--- config.mk ---
export PLATFORM = sky130hd
export DESIGN_NAME = llr_fg_pe_pipe
export DESIGN_NICKNAME = d
export VERILOG_FILES = /design/src/rtl/llr_fg_pe_pipe.sv
export SDC_FILE = /design/constraint.sdc
export NUM_CORES = 1
export LEC_CHECK = 0
export ABC_CLOCK_PERIOD_IN_PS = 11200
export CORE_UTILIZATION = 35
export CTS_CLUSTER_SIZE = 10
export DETAILED_ROUTE_END_ITERATION = 10
export PLACE_DENSITY = 0.64
export SYNTH_ARGS = -nofsm -noshare
export SYNTH_HDL_FRONTEND = slang
export SYNTH_SLANG_ARGS = --single-unit
--- constraint.sdc ---
create_clock -name clk -period 11.2 [get_ports clk]
set_input_delay 3.36 -clock clk [delete_from_list [all_inputs] [get_ports clk]]
set_output_delay 3.36 -clock clk [all_outputs]
set_load 0.02 [all_outputs]
--- src/rtl/llr_fg_pe_pipe.sv ---
// Two-stage polar SC-decoder processing element: per-beat f (min-sum) or g (partial-sum)
// update on LANES LLR pairs, with a sticky saturation-event counter. Optional macro: SCALED_MINSUM_EN.
module llr_fg_pe_pipe #(
  parameter int unsigned DATA_WIDTH = 8,
  parameter int unsigned LANES      = 4,
  parameter int unsigned CNT_WIDTH  = 16
) (
  input  logic                          clk,
  input  logic                          rst,
  input  logic                          in_valid,
  output logic                          in_ready,
  input  logic                          mode,
  input  logic [LANES*DATA_WIDTH-1:0]   a_in,
  input  logic [LANES*DATA_WIDTH-1:0]   b_in,
  input  logic [LANES-1:0]              u_in,
  output logic                          out_valid,
  input  logic                          out_ready,
  output logic [LANES*DATA_WIDTH-1:0]   llr_out,
  output logic [CNT_WIDTH-1:0]          sat_cnt,
  input  logic                          sat_clr
);

  localparam int unsigned W = DATA_WIDTH;

  typedef logic [W-2:0]        mag_t;
  typedef logic signed [W:0]   wide_t;

  localparam mag_t         MAG_MAX = '1;
  localparam logic [W-1:0] POS_W   = {1'b0, MAG_MAX};
  localparam logic [W-1:0] NEG_W   = -POS_W;
  localparam wide_t        POS_LIM = wide_t'({2'b00, MAG_MAX});
  localparam wide_t        NEG_LIM = -POS_LIM;

  // Magnitude with -2^(W-1) folded onto the largest legal magnitude.
  function automatic mag_t abs_sat(input logic [W-1:0] x);
    logic [W-1:0] nx;
    nx = -x;
    if (x[W-1] && (x[W-2:0] == '0)) abs_sat = MAG_MAX;
    else if (x[W-1])                abs_sat = nx[W-2:0];
    else                            abs_sat = x[W-2:0];
  endfunction

  logic                        s2_adv, s1_adv, in_fire, out_fire;

  logic                        s1_v_q, s1_v_d;
  logic                        s1_mode_q, s1_mode_d;
  logic [LANES-1:0][W-2:0]     s1_mag_q, s1_mag_d;
  logic [LANES-1:0]            s1_sgn_q, s1_sgn_d;
  logic [LANES-1:0][W:0]       s1_sum_q, s1_sum_d;

  logic                        s2_v_q, s2_v_d;
  logic                        s2_sat_q, s2_sat_d;
  logic [LANES*W-1:0]          llr_q, llr_d;

  logic [CNT_WIDTH-1:0]        cnt_q, cnt_d;

  assign s2_adv   = !s2_v_q || out_ready;
  assign s1_adv   = !s1_v_q || s2_adv;
  assign in_fire  = in_valid && s1_adv;
  assign out_fire = s2_v_q && out_ready;

  assign in_ready  = s1_adv;
  assign out_valid = s2_v_q;
  assign llr_out   = llr_q;
  assign sat_cnt   = cnt_q;

  // Stage 1: magnitudes, min, operand signs and the widened g sum.
  always_comb begin
    logic [W-1:0] a, b;
    mag_t         ma, mb;
    logic [W:0]   ax, bx;
    s1_v_d    = s1_v_q;
    s1_mode_d = s1_mode_q;
    s1_mag_d  = s1_mag_q;
    s1_sgn_d  = s1_sgn_q;
    s1_sum_d  = s1_sum_q;
    a  = '0;
    b  = '0;
    ma = '0;
    mb = '0;
    ax = '0;
    bx = '0;
    if (s1_adv) s1_v_d = in_valid;
    if (in_fire) begin
      s1_mode_d = mode;
      for (int unsigned i = 0; i < LANES; i++) begin
        a  = a_in[i*W +: W];
        b  = b_in[i*W +: W];
        ma = abs_sat(a);
        mb = abs_sat(b);
        ax = {a[W-1], a};
        bx = {b[W-1], b};
        s1_mag_d[i] = (ma < mb) ? ma : mb;
        s1_sgn_d[i] = a[W-1] ^ b[W-1];
        s1_sum_d[i] = u_in[i] ? (bx - ax) : (bx + ax);
      end
    end
  end

  // Stage 2: sign apply / clamp into the output register.
  always_comb begin
    mag_t             m;
    wide_t            sum;
    logic [W-1:0]     res;
    logic [LANES-1:0] lane_flag;
    s2_v_d    = s2_v_q;
    s2_sat_d  = s2_sat_q;
    llr_d     = llr_q;
    m         = '0;
    sum       = '0;
    res       = '0;
    lane_flag = '0;
    if (s2_adv) begin
      s2_v_d = s1_v_q;
      if (s1_v_q) begin
        for (int unsigned i = 0; i < LANES; i++) begin
          if (!s1_mode_q) begin
            m = s1_mag_q[i];
`ifdef SCALED_MINSUM_EN
            m = m - (m >> 2);
`endif
            // Two's-complement negation of a zero magnitude is zero, so no -0 can appear.
            res = s1_sgn_q[i] ? -{1'b0, m} : {1'b0, m};
          end else begin
            sum = wide_t'(s1_sum_q[i]);
            if (sum > POS_LIM) begin
              res          = POS_W;
              lane_flag[i] = 1'b1;
            end else if (sum < NEG_LIM) begin
              res          = NEG_W;
              lane_flag[i] = 1'b1;
            end else begin
              res = sum[W-1:0];
            end
          end
          llr_d[i*W +: W] = res;
        end
        s2_sat_d = |lane_flag;
      end
    end
  end

  always_comb begin
    cnt_d = cnt_q;
    if (sat_clr)
      cnt_d = '0;
    else if (out_fire && s2_sat_q && !(&cnt_q))
      cnt_d = cnt_q + CNT_WIDTH'(1);
  end

  always_ff @(posedge clk or posedge rst) begin
    if (rst) begin
      s1_v_q    <= 1'b0;
      s1_mode_q <= 1'b0;
      s1_mag_q  <= '0;
      s1_sgn_q  <= '0;
      s1_sum_q  <= '0;
      s2_v_q    <= 1'b0;
      s2_sat_q  <= 1'b0;
      llr_q     <= '0;
      cnt_q     <= '0;
    end else begin
      s1_v_q    <= s1_v_d;
      s1_mode_q <= s1_mode_d;
      s1_mag_q  <= s1_mag_d;
      s1_sgn_q  <= s1_sgn_d;
      s1_sum_q  <= s1_sum_d;
      s2_v_q    <= s2_v_d;
      s2_sat_q  <= s2_sat_d;
      llr_q     <= llr_d;
      cnt_q     <= cnt_d;
    end
  end

endmodule

After elaboration in Yosys (flattened, before gate mapping)
Index checks and enable logic that the tools add are counted.
{"block": "op_classes", "addsub": 21, "muxes": 70, "n_reduce_logical": 29, "n_bitwise": 4, "order_cmp": 12}
{"cell": "$mux W7", "n": 28}
{"cell": "$mux W8", "n": 16}
{"cell": "$logic_not A7 Y1", "n": 8}
{"cell": "$neg A7 Y7", "n": 8}
{"cell": "$add A8 B8 Y9", "n": 4}
{"cell": "$gt A9 B8 Y1 const B", "n": 4}
{"cell": "$lt A9 B8 Y1 const B", "n": 4}
{"cell": "$mux W9", "n": 4}
{"cell": "$sub A8 B8 Y9", "n": 4}
{"cell": "$mux W16", "n": 2}
{"cell": "$neg A7 Y8", "n": 4}
{"cell": "$lt A7 B7 Y1", "n": 4}
{"cell": "$mux W1", "n": 20}
{"cell": "$add A16 B1 Y16 const B", "n": 1}
{"cell": "$reduce_and A16 Y1", "n": 1}
{"cell": "$logic_and A1 B1 Y1", "n": 12}
{"cell": "$reduce_or A4 Y1", "n": 1}
{"cell": "$xor A1 B1 Y1", "n": 4}
{"cell": "$logic_not A1 Y1", "n": 3}
{"cell": "$logic_or A1 B1 Y1", "n": 2}
{"cell": "$reduce_and A2 Y1", "n": 1}
{"cell": "$reduce_bool A2 Y1", "n": 1}
{"block": "word_totals", "register_bits": 120, "in_bits": 74, "out_inout_bits": 50}

Depth between registers and ports, before layout
{"block": "logic_depth", "ltp_word": 7, "mapped_depth": 15}

Worst setup path after synthesis
Ideal clock, no wire load.
{"block": "synth_timing", "kind": "input port to output port", "startpoint": "input port out_ready", "endpoint": "output port in_ready", "path_stages": 1, "setup_slack_ps": 4181, "t_arrival_ps": 3659, "required_time_ps": 7840, "path_cell_list": "nand3b_1"}
{"block": "synth_between", "elab_chain_cells": 2}
{"element": "start, declared", "line": "17", "text": "input logic out_ready,"}
{"element": "$logic_or A1 B1 Y1", "line": "57", "text": "assign s2_adv = !s2_v_q || out_ready;"}
{"element": "$logic_or A1 B1 Y1", "line": "58", "text": "assign s1_adv = !s1_v_q || s2_adv;"}
{"element": "end, declared", "line": "11", "text": "output logic in_ready,"}
No other way between the ends.

Final worst setup path
Same ends and word-level chain as after synthesis.

==> metrics.log <==
INFO  metric setup_viol_count_final = 0
INFO  metric port-buffer-count = 123
INFO  metric wl_met2 = 11300 um
INFO  metric clock-root-buffer = sky130_fd_sc_hd__clkbuf_16
INFO  metric synth_top_cell_by_area = sky130_fd_sc_hd__dfrtp_1
INFO  metric route.final.wire_length = 24400 um
INFO  metric leakage = 4.84 nW
INFO  metric cp.arrival = 4860 ps
INFO  metric crit_path_top_delay_cell = sky130_fd_sc_hd__clkdlybuf4s50_1
INFO  metric dp.cells = 1611
INFO  metric grt_setup_unrepaired = no
INFO  metric htree_num_levels = 4
INFO  metric postCtsResizedCells = 0
INFO  metric global_route.overflow_total = 0
INFO  metric dr.pass1.iters = 5
INFO  metric syn_to_layout_area_delta = 21.6%
INFO  metric syn_avg_cell_area = 8.33 um2
INFO  metric antenna_violations_before_repair = 0
INFO  metric timing_max_transition_violations_final = 0
INFO  metric vias = 8698
INFO  metric num_rows = 60
INFO  metric postSynthNetCount = 1312
INFO  metric pwr_density_cell = 158 nW/um2
INFO  metric cp_num_cells = 3
INFO  metric synthesis.yosys.warnings = 0
INFO  metric seq_area_frac_synth = 30.9%
INFO  metric place.detailed.hpwl = 18700 um
INFO  metric io-pin-count = 124
INFO  metric startpoint_type = primary input
INFO  metric clock_skew = 12.5 ps
INFO  metric wl_met3 = 945 um
INFO  metric crit_path_start = out_ready
INFO  metric holdWs = 478 ps
INFO  metric cts-root-to-sink-buffers = 2
INFO  metric final_layout_size_suffix_gt1_share = 5.27%
INFO  metric critical_path.max_fanout = 4
INFO  metric place_worst_setup_slack = 2960 ps
INFO  metric largest_net_degree_at_the_start_of_global_routing = 83
INFO  metric synthesis.area = 9710 um2
INFO  metric gp_congestion = 0.889
INFO  metric initial_core_util = 35.8%
INFO  metric drcViolationCount = 0
INFO  metric n_antenna_cell = 0
INFO  metric tightestPinTransition = 1190 ps
INFO  metric clk-insertion-delay-late = 420 ps
INFO  metric synth-main-ff-cell = sky130_fd_sc_hd__dfrtp_1
INFO  metric setup_total_negative_slack = 0 ps
INFO  metric ys_seq_elements = 120
INFO  metric timing.reg2reg.setup_slack = 8550 ps
INFO  metric reg2reg_to = s1_mag_q[22]$_DFFE_PP0P_
INFO  metric cts_hold_buf = 0
INFO  metric synth_most_common_cell = sky130_fd_sc_hd__nand2_1
INFO  metric die_area = 28400 um2
INFO  metric fmax = 122 MHz
INFO  metric ir_drop_worst_case_vdd = 100 uV
INFO  metric max_cap_viol_count = 0
INFO  metric slew-limit-headroom = 20.1%
INFO  metric tritoncts = done
INFO  metric r2r_cells = 5
INFO  metric dieWidth = 169 um
INFO  metric drt.antenna.violating_nets = 0
INFO  metric final_cell_count_no_fill = 1643
INFO  metric cts_inserted_buffers = 17
INFO  metric netlist.area_leader.share = 30.9%
INFO  metric dr.first_iter.drc_count = 583
INFO  metric finish.net_count = 1405
INFO  metric worst-path-buf-inv = 2
INFO  metric post_synth_main_area_contributors = sky130_fd_sc_hd__dfrtp_1 (31%), sky130_fd_sc_hd__ha_1 (8.9%), sky130_fd_sc_hd__xnor2_1 (5.3%)
INFO  metric wl_per_cell = 14.8 um
INFO  metric cts_setup_buffers = 0
INFO  metric ys_top_cells_by_count = sky130_fd_sc_hd__nand2_1 (135), sky130_fd_sc_hd__nor2_1 (124), sky130_fd_sc_hd__dfrtp_1 (120), sky130_fd_sc_hd__o21ai_0 (92), sky130_fd_sc_hd__ha_1 (69)
INFO  metric critical_path_end_type = output port
INFO  metric crit_family = buffers and inverters
INFO  metric status = finished, final reports clean
INFO  metric floorplan.core_area = 27100 um2
INFO  metric clkTransAtPathRegs = 50 ps
INFO  metric synth_async_sr_flop_share = 100%
INFO  metric number_of_enable_type_register_cells_in_the_synthesized_netlist = 0
INFO  metric period_share = 73.4%
INFO  metric die_h = 169 um
INFO  metric path_class = primary input to output port
INFO  metric worst_slack = 2980 ps
INFO  metric final_cell_area = 11800 um2
INFO  metric crit_path_cell_trace = clkdlybuf4s50_1, nand3b_1, clkdlybuf4s50_1
INFO  metric synth.lib_cells_used.distinct = 65
INFO  metric clkSinkCount = 120
INFO  metric post_drt_via_cell_ratio = 5.29
INFO  metric routedLengthMet1 = 11800 um
INFO  metric global_route.usage.total = 17.6%
INFO  metric most_used_cell_cp = sky130_fd_sc_hd__clkdlybuf4s50_1
INFO  metric worstReg2RegStart = out_valid$_DFFE_PP0P_
INFO  metric critical_path.endpoint = in_ready
INFO  metric dpl-instance-area = 11200 um2
INFO  metric netlist_instances = 1165
INFO  metric grt_first_pass_wirelength = 40700 um
INFO  metric period_needed = 8220 ps
INFO  metric worst_hold_path_type = register to register
INFO  metric cp_data_required_time = 7840 ps
INFO  metric first_global_vias = 8279
INFO  metric report.final.hold_viol_count = 0
INFO  metric highest-signal-layer = met4
INFO  metric cpPeakStageDelay = 680 ps
==> per-stage QoR <==
| stage | util, % | power [mW] |
|---|---|---|
| 2_1_floorplan | - | 1.10 |
| 3_3_place_gp | 41.5 | 1.34 |
| 3_5_place_dp | 41.5 | 1.36 |
| 4_1_cts | 43.6 | 1.88 |
| 5_1_grt | 43.6 | 2.00 |
| 6_report | 43.6 | 1.87 |
==> tightest hold or removal path, delay by kind of cell (launching register included) <==
kind	cells	cell delay [ps]
DFF	1	340
AOI/OAI and AO/OA	1	60
and+or+nand+nor	1	40
==> layer usage <==
layer | up-vias | track usage (%)
met4 | 0 | 5.34
li1 | 4401 | -
met3 | 23 | 3.04
met5 | - | 0
met1 | 4075 | 23.5
met2 | 199 | 29.0
==> worst min-delay path by stage <==
stage | from | end | cells after the start
global placement | llr_out[16]$_DFFE_PP0P_ | llr_out[16]$_DFFE_PP0P_ | 2
global route | llr_out[25]$_DFFE_PP0P_ | llr_out[25]$_DFFE_PP0P_ | 1
CTS | llr_out[16]$_DFFE_PP0P_ | llr_out[16]$_DFFE_PP0P_ | 2
detailed placement | llr_out[16]$_DFFE_PP0P_ | llr_out[16]$_DFFE_PP0P_ | 2
finish | llr_out[16]$_DFFE_PP0P_ | llr_out[16]$_DFFE_PP0P_ | 2
floorplan | s2_sat_q$_DFFE_PP0P_ | s2_sat_q$_DFFE_PP0P_ | 2
==> final cells by class <==
type	instances	area, um2
Clock inverter	14	125
Timing Repair Buffer	127	1260
Sequential cell	120	3000
Fill cell	2691	15300
Inverter	50	190
Tap cell	372	465
Clock buffer	18	439
Multi-Input combinational cell	942	6320
==> where the power goes <==
| part | leakage [nW] | internal (mW) | switching, mW |
|---|---|---|---|
| Combinational | 3.10 | 0.323 | 0.384 |
| Clock | 0.261 | 0.311 | 0.205 |
| Sequential | 1.47 | 0.540 | 0.101 |
==> sequential cells by signal, indices dropped and copies added (netlist names) <==
name / flops
sat_cnt: 16
llr_out: 32
s1_sgn_q: 4
s1_mag_q: 28
s1_v_q: 1
s1_sum_q: 36
s1_mode_q: 1
s2_sat_q: 1
out_valid: 1
==> cell usage in the layout, fill, tap and decap left out, types with 5 or more instances in the layout <==
cell type,Yosys,routed
sky130_fd_sc_hd__a211oi_1,11,11
sky130_fd_sc_hd__a21boi_0,9,9
sky130_fd_sc_hd__a21o_1,6,6
sky130_fd_sc_hd__a21oi_1,36,36
sky130_fd_sc_hd__a221o_1,14,14
sky130_fd_sc_hd__a31oi_1,7,7
sky130_fd_sc_hd__and2_1,7,7
sky130_fd_sc_hd__and3_1,5,5
sky130_fd_sc_hd__clkbuf_16,0,17
sky130_fd_sc_hd__clkdlybuf4s50_1,0,123
sky130_fd_sc_hd__clkinvlp_4,0,6
sky130_fd_sc_hd__dfrtp_1,120,120
sky130_fd_sc_hd__ha_1,69,69
sky130_fd_sc_hd__inv_1,50,49
sky130_fd_sc_hd__mux2_2,9,9
sky130_fd_sc_hd__mux2i_1,14,14
sky130_fd_sc_hd__nand2_1,135,134
sky130_fd_sc_hd__nand2b_1,17,17
sky130_fd_sc_hd__nand3_1,25,25
sky130_fd_sc_hd__nand3b_1,10,10
sky130_fd_sc_hd__nand4_1,6,6
sky130_fd_sc_hd__nor2_1,124,124
sky130_fd_sc_hd__nor2b_1,19,19
sky130_fd_sc_hd__nor3_1,38,38
sky130_fd_sc_hd__nor3b_1,13,13
sky130_fd_sc_hd__nor4_1,5,5
sky130_fd_sc_hd__o211ai_1,8,8
sky130_fd_sc_hd__o21a_1,37,37
sky130_fd_sc_hd__o21ai_0,92,92
sky130_fd_sc_hd__o21ai_1,6,6
sky130_fd_sc_hd__o221ai_1,21,21
sky130_fd_sc_hd__o22a_1,5,5
sky130_fd_sc_hd__o311ai_0,8,8
sky130_fd_sc_hd__o31ai_1,24,24
sky130_fd_sc_hd__o41ai_1,7,7
sky130_fd_sc_hd__or3_1,11,11
sky130_fd_sc_hd__xnor2_1,59,59
sky130_fd_sc_hd__xor2_1,32,32
==> logic make-up (layout without fill, tap and decap cells) <==
family	count (synthesis)	in the layout	synth area share (%)
compound gates	314	314	22.2
mux	23	23	2.49
simple gates	441	441	22.5
fa+ha+maj	73	73	9.72
buf+inv	103	209	4.01
flops	120	120	30.9
xor+xnor	91	91	8.21
(Power assumes the default switching activity.)
